**src/rtl/cancid_dfa_ctx_mgr.sv**
```systemverilog
// Per-stream context manager for one DFA lane: restores the saved DFA state
// for a stream at packet start, streams characters to the DFA, drains the
// DFA pipeline and commits the final state plus a saturating match count.
//
// state   | meaning
// --------+---------------------------------------------------------------
// IDLE    | waiting for a packet start; sop_rdy=1
// LOAD    | registered read of the stream context and its valid bit
// RUN     | restored state presented on first cycle; accepting characters
// DRAIN   | DFA_LAT+1 cycles letting the last character's result register
// COMMIT  | write context/valid, update match_count, pulse commit_vld next
module cancid_dfa_ctx_mgr #(
    parameter int STATE_W    = 11,
    parameter int SID_W      = 6,
    parameter int COUNT_W    = 16,
    parameter int DFA_LAT    = 1,
    parameter int MATCH_MODE = 0
) (
    input  logic               clk,
    input  logic               rst,
    input  logic               sop_vld,
    output logic               sop_rdy,
    input  logic [SID_W-1:0]   sop_sid,
    input  logic               sop_enable,
    input  logic               char_vld,
    output logic               char_rdy,
    input  logic [7:0]         char_data,
    input  logic               char_last,
    input  logic               ctx_clr,
    input  logic               cnt_clr,
    output logic [7:0]         dfa_char,
    output logic               dfa_char_vld,
    output logic [STATE_W-1:0] dfa_state_in,
    output logic               dfa_state_in_vld,
    input  logic [STATE_W-1:0] dfa_state_out,
    input  logic               dfa_accept,
    output logic [COUNT_W-1:0] match_count,
    output logic               commit_vld,
    output logic               pkt_fired
);

    localparam int NUM_STREAMS = 1 << SID_W;
    localparam int PIPE_D      = DFA_LAT + 1;
    // Mode 0 only needs a sticky flag; mode 1 counts every accept.
    localparam int HIT_W       = (MATCH_MODE != 0) ? COUNT_W : 1;

    typedef enum logic [2:0] {
        ST_IDLE,
        ST_LOAD,
        ST_RUN,
        ST_DRAIN,
        ST_COMMIT
    } state_t;

    state_t               state_q, state_d;
    logic [SID_W-1:0]     sid_q, sid_d;
    logic                 en_q, en_d;
    logic [2:0]           drain_cnt_q, drain_cnt_d;
    logic [STATE_W-1:0]   state_in_q, state_in_d;
    logic                 state_in_vld_q, state_in_vld_d;
    logic [7:0]           dfa_char_q, dfa_char_d;
    logic                 dfa_char_vld_q, dfa_char_vld_d;
    logic [PIPE_D-1:0]    cvld_pipe_q, cvld_pipe_d;
    logic                 accept_r_q, accept_r_d;
    logic [STATE_W-1:0]   state_r_q, state_r_d;
    logic [HIT_W-1:0]     hit_cnt_q, hit_cnt_d;
    logic [COUNT_W-1:0]   match_count_q, match_count_d;
    logic                 commit_vld_q, commit_vld_d;
    logic                 pkt_fired_q, pkt_fired_d;
    logic [NUM_STREAMS-1:0] valid_q, valid_d;

    logic [STATE_W-1:0]   ctx_mem [NUM_STREAMS];
    logic                 ctx_we;
    logic                 commit_en;
    logic                 hit;
    logic [COUNT_W-1:0]   hits_ext;
    logic [COUNT_W:0]     sum;
    logic [COUNT_W-1:0]   sum_sat;

    // Control FSM: next state, stream latch, restore and character staging.
    always_comb begin
        state_d        = state_q;
        sid_d          = sid_q;
        en_d           = en_q;
        drain_cnt_d    = drain_cnt_q;
        state_in_d     = state_in_q;
        state_in_vld_d = 1'b0;
        dfa_char_d     = dfa_char_q;
        dfa_char_vld_d = 1'b0;
        commit_vld_d   = 1'b0;
        sop_rdy        = 1'b0;
        char_rdy       = 1'b0;
        unique case (state_q)
            ST_IDLE: begin
                sop_rdy = 1'b1;
                if (sop_vld) begin
                    sid_d   = sop_sid;
                    en_d    = sop_enable;
                    state_d = ST_LOAD;
                end
            end
            ST_LOAD: begin
                state_in_d     = valid_q[sid_q] ? ctx_mem[sid_q] : '0;
                state_in_vld_d = 1'b1;
                state_d        = ST_RUN;
            end
            ST_RUN: begin
                char_rdy = 1'b1;
                if (char_vld) begin
                    dfa_char_d     = char_data;
                    dfa_char_vld_d = 1'b1;
                    if (char_last) begin
                        drain_cnt_d = 3'(DFA_LAT);
                        state_d     = ST_DRAIN;
                    end
                end
            end
            ST_DRAIN: begin
                if (drain_cnt_q == 3'd0) begin
                    state_d = ST_COMMIT;
                end else begin
                    drain_cnt_d = drain_cnt_q - 3'd1;
                end
            end
            ST_COMMIT: begin
                commit_vld_d = 1'b1;
                state_d      = ST_IDLE;
            end
            default: state_d = ST_IDLE;
        endcase
    end

    // DFA result capture, hit accounting and commit-time count/valid update.
    always_comb begin
        accept_r_d  = dfa_accept;
        state_r_d   = dfa_state_out;
        cvld_pipe_d = {cvld_pipe_q[PIPE_D-2:0], dfa_char_vld_q};
        hit         = accept_r_q & cvld_pipe_q[PIPE_D-1];

        hit_cnt_d = hit_cnt_q;
        if (state_q == ST_RUN && state_in_vld_q) begin
            hit_cnt_d = '0;
        end else if (hit && hit_cnt_q != {HIT_W{1'b1}}) begin
            hit_cnt_d = hit_cnt_q + HIT_W'(1);
        end

        // The final character's hit lands in the COMMIT cycle itself, so the
        // commit uses the next-value of the hit counter.
        commit_en = (state_q == ST_COMMIT) && en_q;
        hits_ext  = COUNT_W'(hit_cnt_d);
        sum       = (COUNT_W+1)'(match_count_q) + (COUNT_W+1)'(hits_ext);
        sum_sat   = sum[COUNT_W] ? {COUNT_W{1'b1}} : sum[COUNT_W-1:0];

        match_count_d = match_count_q;
        if (commit_en) begin
            match_count_d = sum_sat;
        end
        if (cnt_clr) begin
            match_count_d = '0;
        end

        pkt_fired_d = commit_en && (hits_ext != '0);

        valid_d = valid_q;
        if (commit_en) begin
            valid_d[sid_q] = 1'b1;
        end
        if (ctx_clr) begin
            valid_d = '0;
        end

        ctx_we = commit_en && !rst;
    end

    // State and datapath registers with synchronous reset.
    always_ff @(posedge clk) begin
        if (rst) begin
            state_q        <= ST_IDLE;
            sid_q          <= '0;
            en_q           <= 1'b0;
            drain_cnt_q    <= '0;
            state_in_q     <= '0;
            state_in_vld_q <= 1'b0;
            dfa_char_q     <= '0;
            dfa_char_vld_q <= 1'b0;
            cvld_pipe_q    <= '0;
            accept_r_q     <= 1'b0;
            state_r_q      <= '0;
            hit_cnt_q      <= '0;
            match_count_q  <= '0;
            commit_vld_q   <= 1'b0;
            pkt_fired_q    <= 1'b0;
            valid_q        <= '0;
        end else begin
            state_q        <= state_d;
            sid_q          <= sid_d;
            en_q           <= en_d;
            drain_cnt_q    <= drain_cnt_d;
            state_in_q     <= state_in_d;
            state_in_vld_q <= state_in_vld_d;
            dfa_char_q     <= dfa_char_d;
            dfa_char_vld_q <= dfa_char_vld_d;
            cvld_pipe_q    <= cvld_pipe_d;
            accept_r_q     <= accept_r_d;
            state_r_q      <= state_r_d;
            hit_cnt_q      <= hit_cnt_d;
            match_count_q  <= match_count_d;
            commit_vld_q   <= commit_vld_d;
            pkt_fired_q    <= pkt_fired_d;
            valid_q        <= valid_d;
        end
    end

    // Context RAM; contents are meaningful only where the valid bit is set.
    always_ff @(posedge clk) begin
        if (ctx_we) begin
            ctx_mem[sid_q] <= state_r_q;
        end
    end

    assign dfa_char         = dfa_char_q;
    assign dfa_char_vld     = dfa_char_vld_q;
    assign dfa_state_in     = state_in_q;
    assign dfa_state_in_vld = state_in_vld_q;
    assign match_count      = match_count_q;
    assign commit_vld       = commit_vld_q;
    assign pkt_fired        = pkt_fired_q;

endmodule

```
**config.mk**
```make
export PLATFORM = sky130hd
export DESIGN_NAME = cancid_dfa_ctx_mgr
export DESIGN_NICKNAME = d
export VERILOG_FILES = /design/src/rtl/cancid_dfa_ctx_mgr.sv
export SDC_FILE = /design/constraint.sdc
export NUM_CORES = 1
export LEC_CHECK = 0
export BUFFER_PORTS_ARGS = -buffer_cell sky130_fd_sc_hd__buf_2
export CAP_MARGIN = 40
export CORE_UTILIZATION = 55
export CTS_BUF_LIST = sky130_fd_sc_hd__clkbuf_4 sky130_fd_sc_hd__clkbuf_8
export DETAILED_ROUTE_END_ITERATION = 12
export PLACE_DENSITY_LB_ADDON = 0.2
export REMOVE_ABC_BUFFERS = 1
export SLEW_MARGIN = 5
export SYNTH_ARGS = -nofsm -noshare
export SYNTH_HDL_FRONTEND = slang
export SYNTH_SLANG_ARGS = --single-unit
export TNS_END_PERCENT = 1
```
**constraint.sdc**
```tcl
create_clock -name clk -period 5.4 [get_ports clk]
set_input_delay 0 -clock clk [delete_from_list [all_inputs] [get_ports clk]]
set_output_delay 0 -clock clk [all_outputs]
set_load 0.01 [all_outputs]
```
==> summary.txt <==
CTS
  – CTS Sinks: between 800 and 900
  – # H-tree levels: 4
  – TritonCTS Buffers: about 140
  – Worst-path clk slew: ~0.060 ns
  – Clock buffer depth: 3
  – Clock Latency Late Sink: between 0.7 and 0.8 ns
  – Root buffer cell: clkbuf_8
  – Setup bufs post-CTS: 0
  – TritonCTS clock tree: done

Synthesis
  – Syn Inst Count: ~2100
  – Mean post-synth cell area: about 16 um^2
  – FFs w/ async S/R, synth: 0%
  – Post-Syn Area: approximately 0.033 mm^2
  – Yosys warns: 0
  – Synth Flop Type: edfxtp_1
  – Number of enable flip-flop cells after synthesis: roughly 700
  – Cell variety after synth: between 50 and 60
  – Sequential area share after synthesis: ~73%
  – Synthesized flop and latch total: around 840

GRT
  – Initial antenna violation count: 2
  – GRT overflow: 0
  – Largest net degree at the start of global routing: roughly 120
  – First-pass GRT wire length: around 120 mm
  – Total track usage: roughly 27%
  – Vias in the first global route: approximately 20000

Timing
  – Max Slew Vio Count: 0
  – RSZ-0062 raised after global routing: false
  – Tightest Pin Transition: 0.963 ns
  – Max_slew headroom: a little over a third
  – Peak Freq: approximately 270 MHz
  – Final period util: between 60% and 70%
  – PnR worst setup slack: between 1.5 and 2 ns
  – Final-report setup violation count: 0
  – Final TNS setup: 0 ns
  – Clk_skew: 0.0289 ns
  – Final hold slack: ~0.09 ns
  – Crit path time final: 3.69 ns
  – Final Hold Viols: 0

Die
  – Die area: between 0.06 and 0.07 mm^2
  – Row count: 89
  – Die height: between 200 and 250 um
  – Die W: about 250 um
  – Initial Utilization: between 50% and 60%
  – Core region area: roughly 0.059 mm^2
  – # IOs: 75

Detailed routing
  – DRT iter0 DRCs: 2071
  – Routed wire per std cell: 25.1 um
  – Routed Antenna Nets: 0
  – Routed wire length: between 80 and 90 mm
  – Remaining DRCs: 0
  – Mean number of vias per cell: ~6
  – DR pass1 iterations: 6
  – Vias: ~20000

Placed design
  – Port Buffers: between 70 and 80
  – HPWL Detailed: approximately 49 mm
  – Post-DP Area: approximately 0.034 mm^2
  – GPL Wtd Cong: 0.853
  – Post-place setup slack: between 1.5 and 2 ns
  – Dpl cells: 2907

Worst setup path
  – Worst Path Class, Setup: reg2reg
  – Slowest stage cell, crit path: dfxtp_4
  – Cell Chain, Critical Path: buf_12 -> mux2i_1 -> a22oi_1 -> a21oi_1 -> nor4_1 -> o22ai_1 -> o31ai_1
  – Startpoint type of the worst setup path: register
  – Data arrival, critical path: around 4.4 ns
  – Family with the most delay on the worst path: compound AO/OA/AOI/OAI gates
  – Critical path capture point type: register
  – Crit-path max cell delay: about 0.84 ns
  – Setup slack, reg-to-reg: 1.71 ns
  – Bufs and invs on worst path: 1
  – Worst-path maximum fanout: 111
  – WP data required: 6.08 ns

Power and ir drop
  – Leakage: ~12 nW
  – Clk pwr share: about 41%
  – Comb pwr share: a little over 6%
  – Worst vdd ir: 0.274 mV
  – Sequential share of power: between 50% and 60%
  – Switching share of total power: 22.4%
  – Power density over cell area: approximately 350 mW/mm^2
  – Pint: 10.4 mW
  – Net Sw Power: 3.01 mW
  – Total Power Consumption: around 13 mW

Hold path
  – HP Class: in2reg

Finish
  – Final Util: between 60 and 70%
  – Share of cells above drive strength 1: between 10% and 20%
  – Final std cells w/o fill: ~3200
  – Area growth, synth to finish: 16.2%
  – Nets@finish: around 2400
  – Final instance area: 0.0381 mm^2
  – # fillers: 4128

Status
  – Status: finished, final reports clean

Job
  – Max Cap Viol: 0
Yosys cell counts, drive strengths merged (24+ instances only):
| cell type | count | area [um^2] |
|---|---|---|
| a21oi | 156 | 781 |
| a22oi | 90 | 676 |
| mux4 | 40 | 908 |
| nand2 | 90 | 338 |
| buf | 60 | 323 |
| nor2 | 176 | 661 |
| edfxtp | 704 | 21100 |
| o21ai | 24 | 120 |
| mux2 | 27 | 304 |
| dfxtp | 137 | 2740 |
| clkbuf | 74 | 279 |
| mux2i | 286 | 2860 |
| nor2b | 24 | 150 |
logic make-up (layout without fill, tap and decap cells):
| group | after synthesis | in the layout | synth area share [%] |
|---|---|---|---|
| AO/OA/AOI/OAI | 371 | 371 | 7.28 |
| XOR/XNOR | 10 | 10 | 0.267 |
| adder cells (fa/ha/maj) | 4 | 4 | 0.153 |
| buffers and inverters | 141 | 512 | 1.92 |
| flip-flops | 841 | 841 | 72.8 |
| multiplexers | 353 | 353 | 12.4 |
| other | 0 | 1 | 0 |
| AND/OR/NAND/NOR | 371 | 371 | 5.14 |
area by class of cell:
type | count | area [um^2] | area share [%]
diodes | 1 | 2.50 | 0.00657
clock buffers | 194 | 2390 | 6.29
clock inverters | 50 | 379 | 0.995
inverters | 7 | 26.3 | 0.0690
multi-input cells | 1109 | 8320 | 21.8
flip-flops and latches | 841 | 23900 | 62.7
well taps | 773 | 967 | 2.54
repair buffers | 261 | 2110 | 5.53
sequential cells by signal, summed over array words and instances (netlist names), 2 cells and up, named ones only:
| name | cells |
|---|---|
| state_r_q | 11 |
| dfa_char | 8 |
| state_q | 3 |
| drain_cnt_q | 3 |
| valid_q | 64 |
| dfa_state_in | 11 |
| sid_q | 6 |
| ctx_mem | 704 |
| match_count | 16 |
| cvld_pipe_q | 2 |
per-layer routing:
metal	track usage (%)	part of all wire (%)
met1	37.2	40
met2	43.1	48
met3	5.27	8.0
met4	11.4	3.3
met5	0	0
cells in the final DEF (no fill, tap or decap), types with 7 or more instances in the layout:
master / Yosys / final
edfxtp_1: 704 / 704
mux2i_1: 286 / 286
nor2_1: 176 / 175
a21oi_1: 156 / 156
clkbuf_8: 0 / 150
dfxtp_1: 137 / 124
nand2_1: 90 / 90
a22oi_1: 90 / 90
dlygate4sd3_1: 0 / 83
buf_4: 9 / 81
buf_2: 39 / 75
clkbuf_4: 0 / 44
mux4_2: 38 / 38
mux2_2: 27 / 27
o21ai_0: 24 / 24
clkinv_1: 1 / 23
nor2b_1: 24 / 21
a221oi_1: 19 / 19
a221o_1: 18 / 18
a31oi_1: 16 / 16
buf_6: 2 / 14
nand2b_1: 13 / 13
clkinv_2: 0 / 12
o22ai_1: 11 / 11
nor4_1: 11 / 11
o31ai_1: 11 / 11
dfxtp_2: 0 / 11
nor3_1: 10 / 10
clkinvlp_4: 0 / 8
nand3_1: 7 / 7
and3_1: 7 / 7
o2111ai_1: 7 / 7
a211oi_1: 7 / 7
worst register-to-register path, stage by stage (launching register included):
cell     delay, ns
dfxtp_4       0.84
buf_12        0.66
mux2i_1       0.47
a22oi_1       0.25
a21oi_1       0.17
nor4_1        0.70
o22ai_1       0.29
o31ai_1       0.24
worst paths after layout:
path,start,to,depth (start not counted)
hold / removal,sop_sid[4],sid_q[4],4
setup / recovery,register,dfa_state_in[7],7
hold reg to reg,valid_q[56],valid_q[56],2
setup reg to reg,register,dfa_state_in[7],7
repair_timing:
item / in CTS / in global routing
gates resized for setup: 0 / 0
hold endpoints to repair: 102 / 0
hold buffers: 83 / 0
power groups by stage:
stage / clock network [mW] / registers, mW / logic (mW)
floorplan: 0 / 7.31 / 0.470
detailed placement: 0 / 7.22 / 0.767
CTS: 5.62 / 7.08 / 0.811
global route: 5.92 / 7.08 / 0.868
global placement: 0 / 7.22 / 0.741
finish: 5.54 / 7.08 / 0.825
Power figures use the tool's default switching activity.
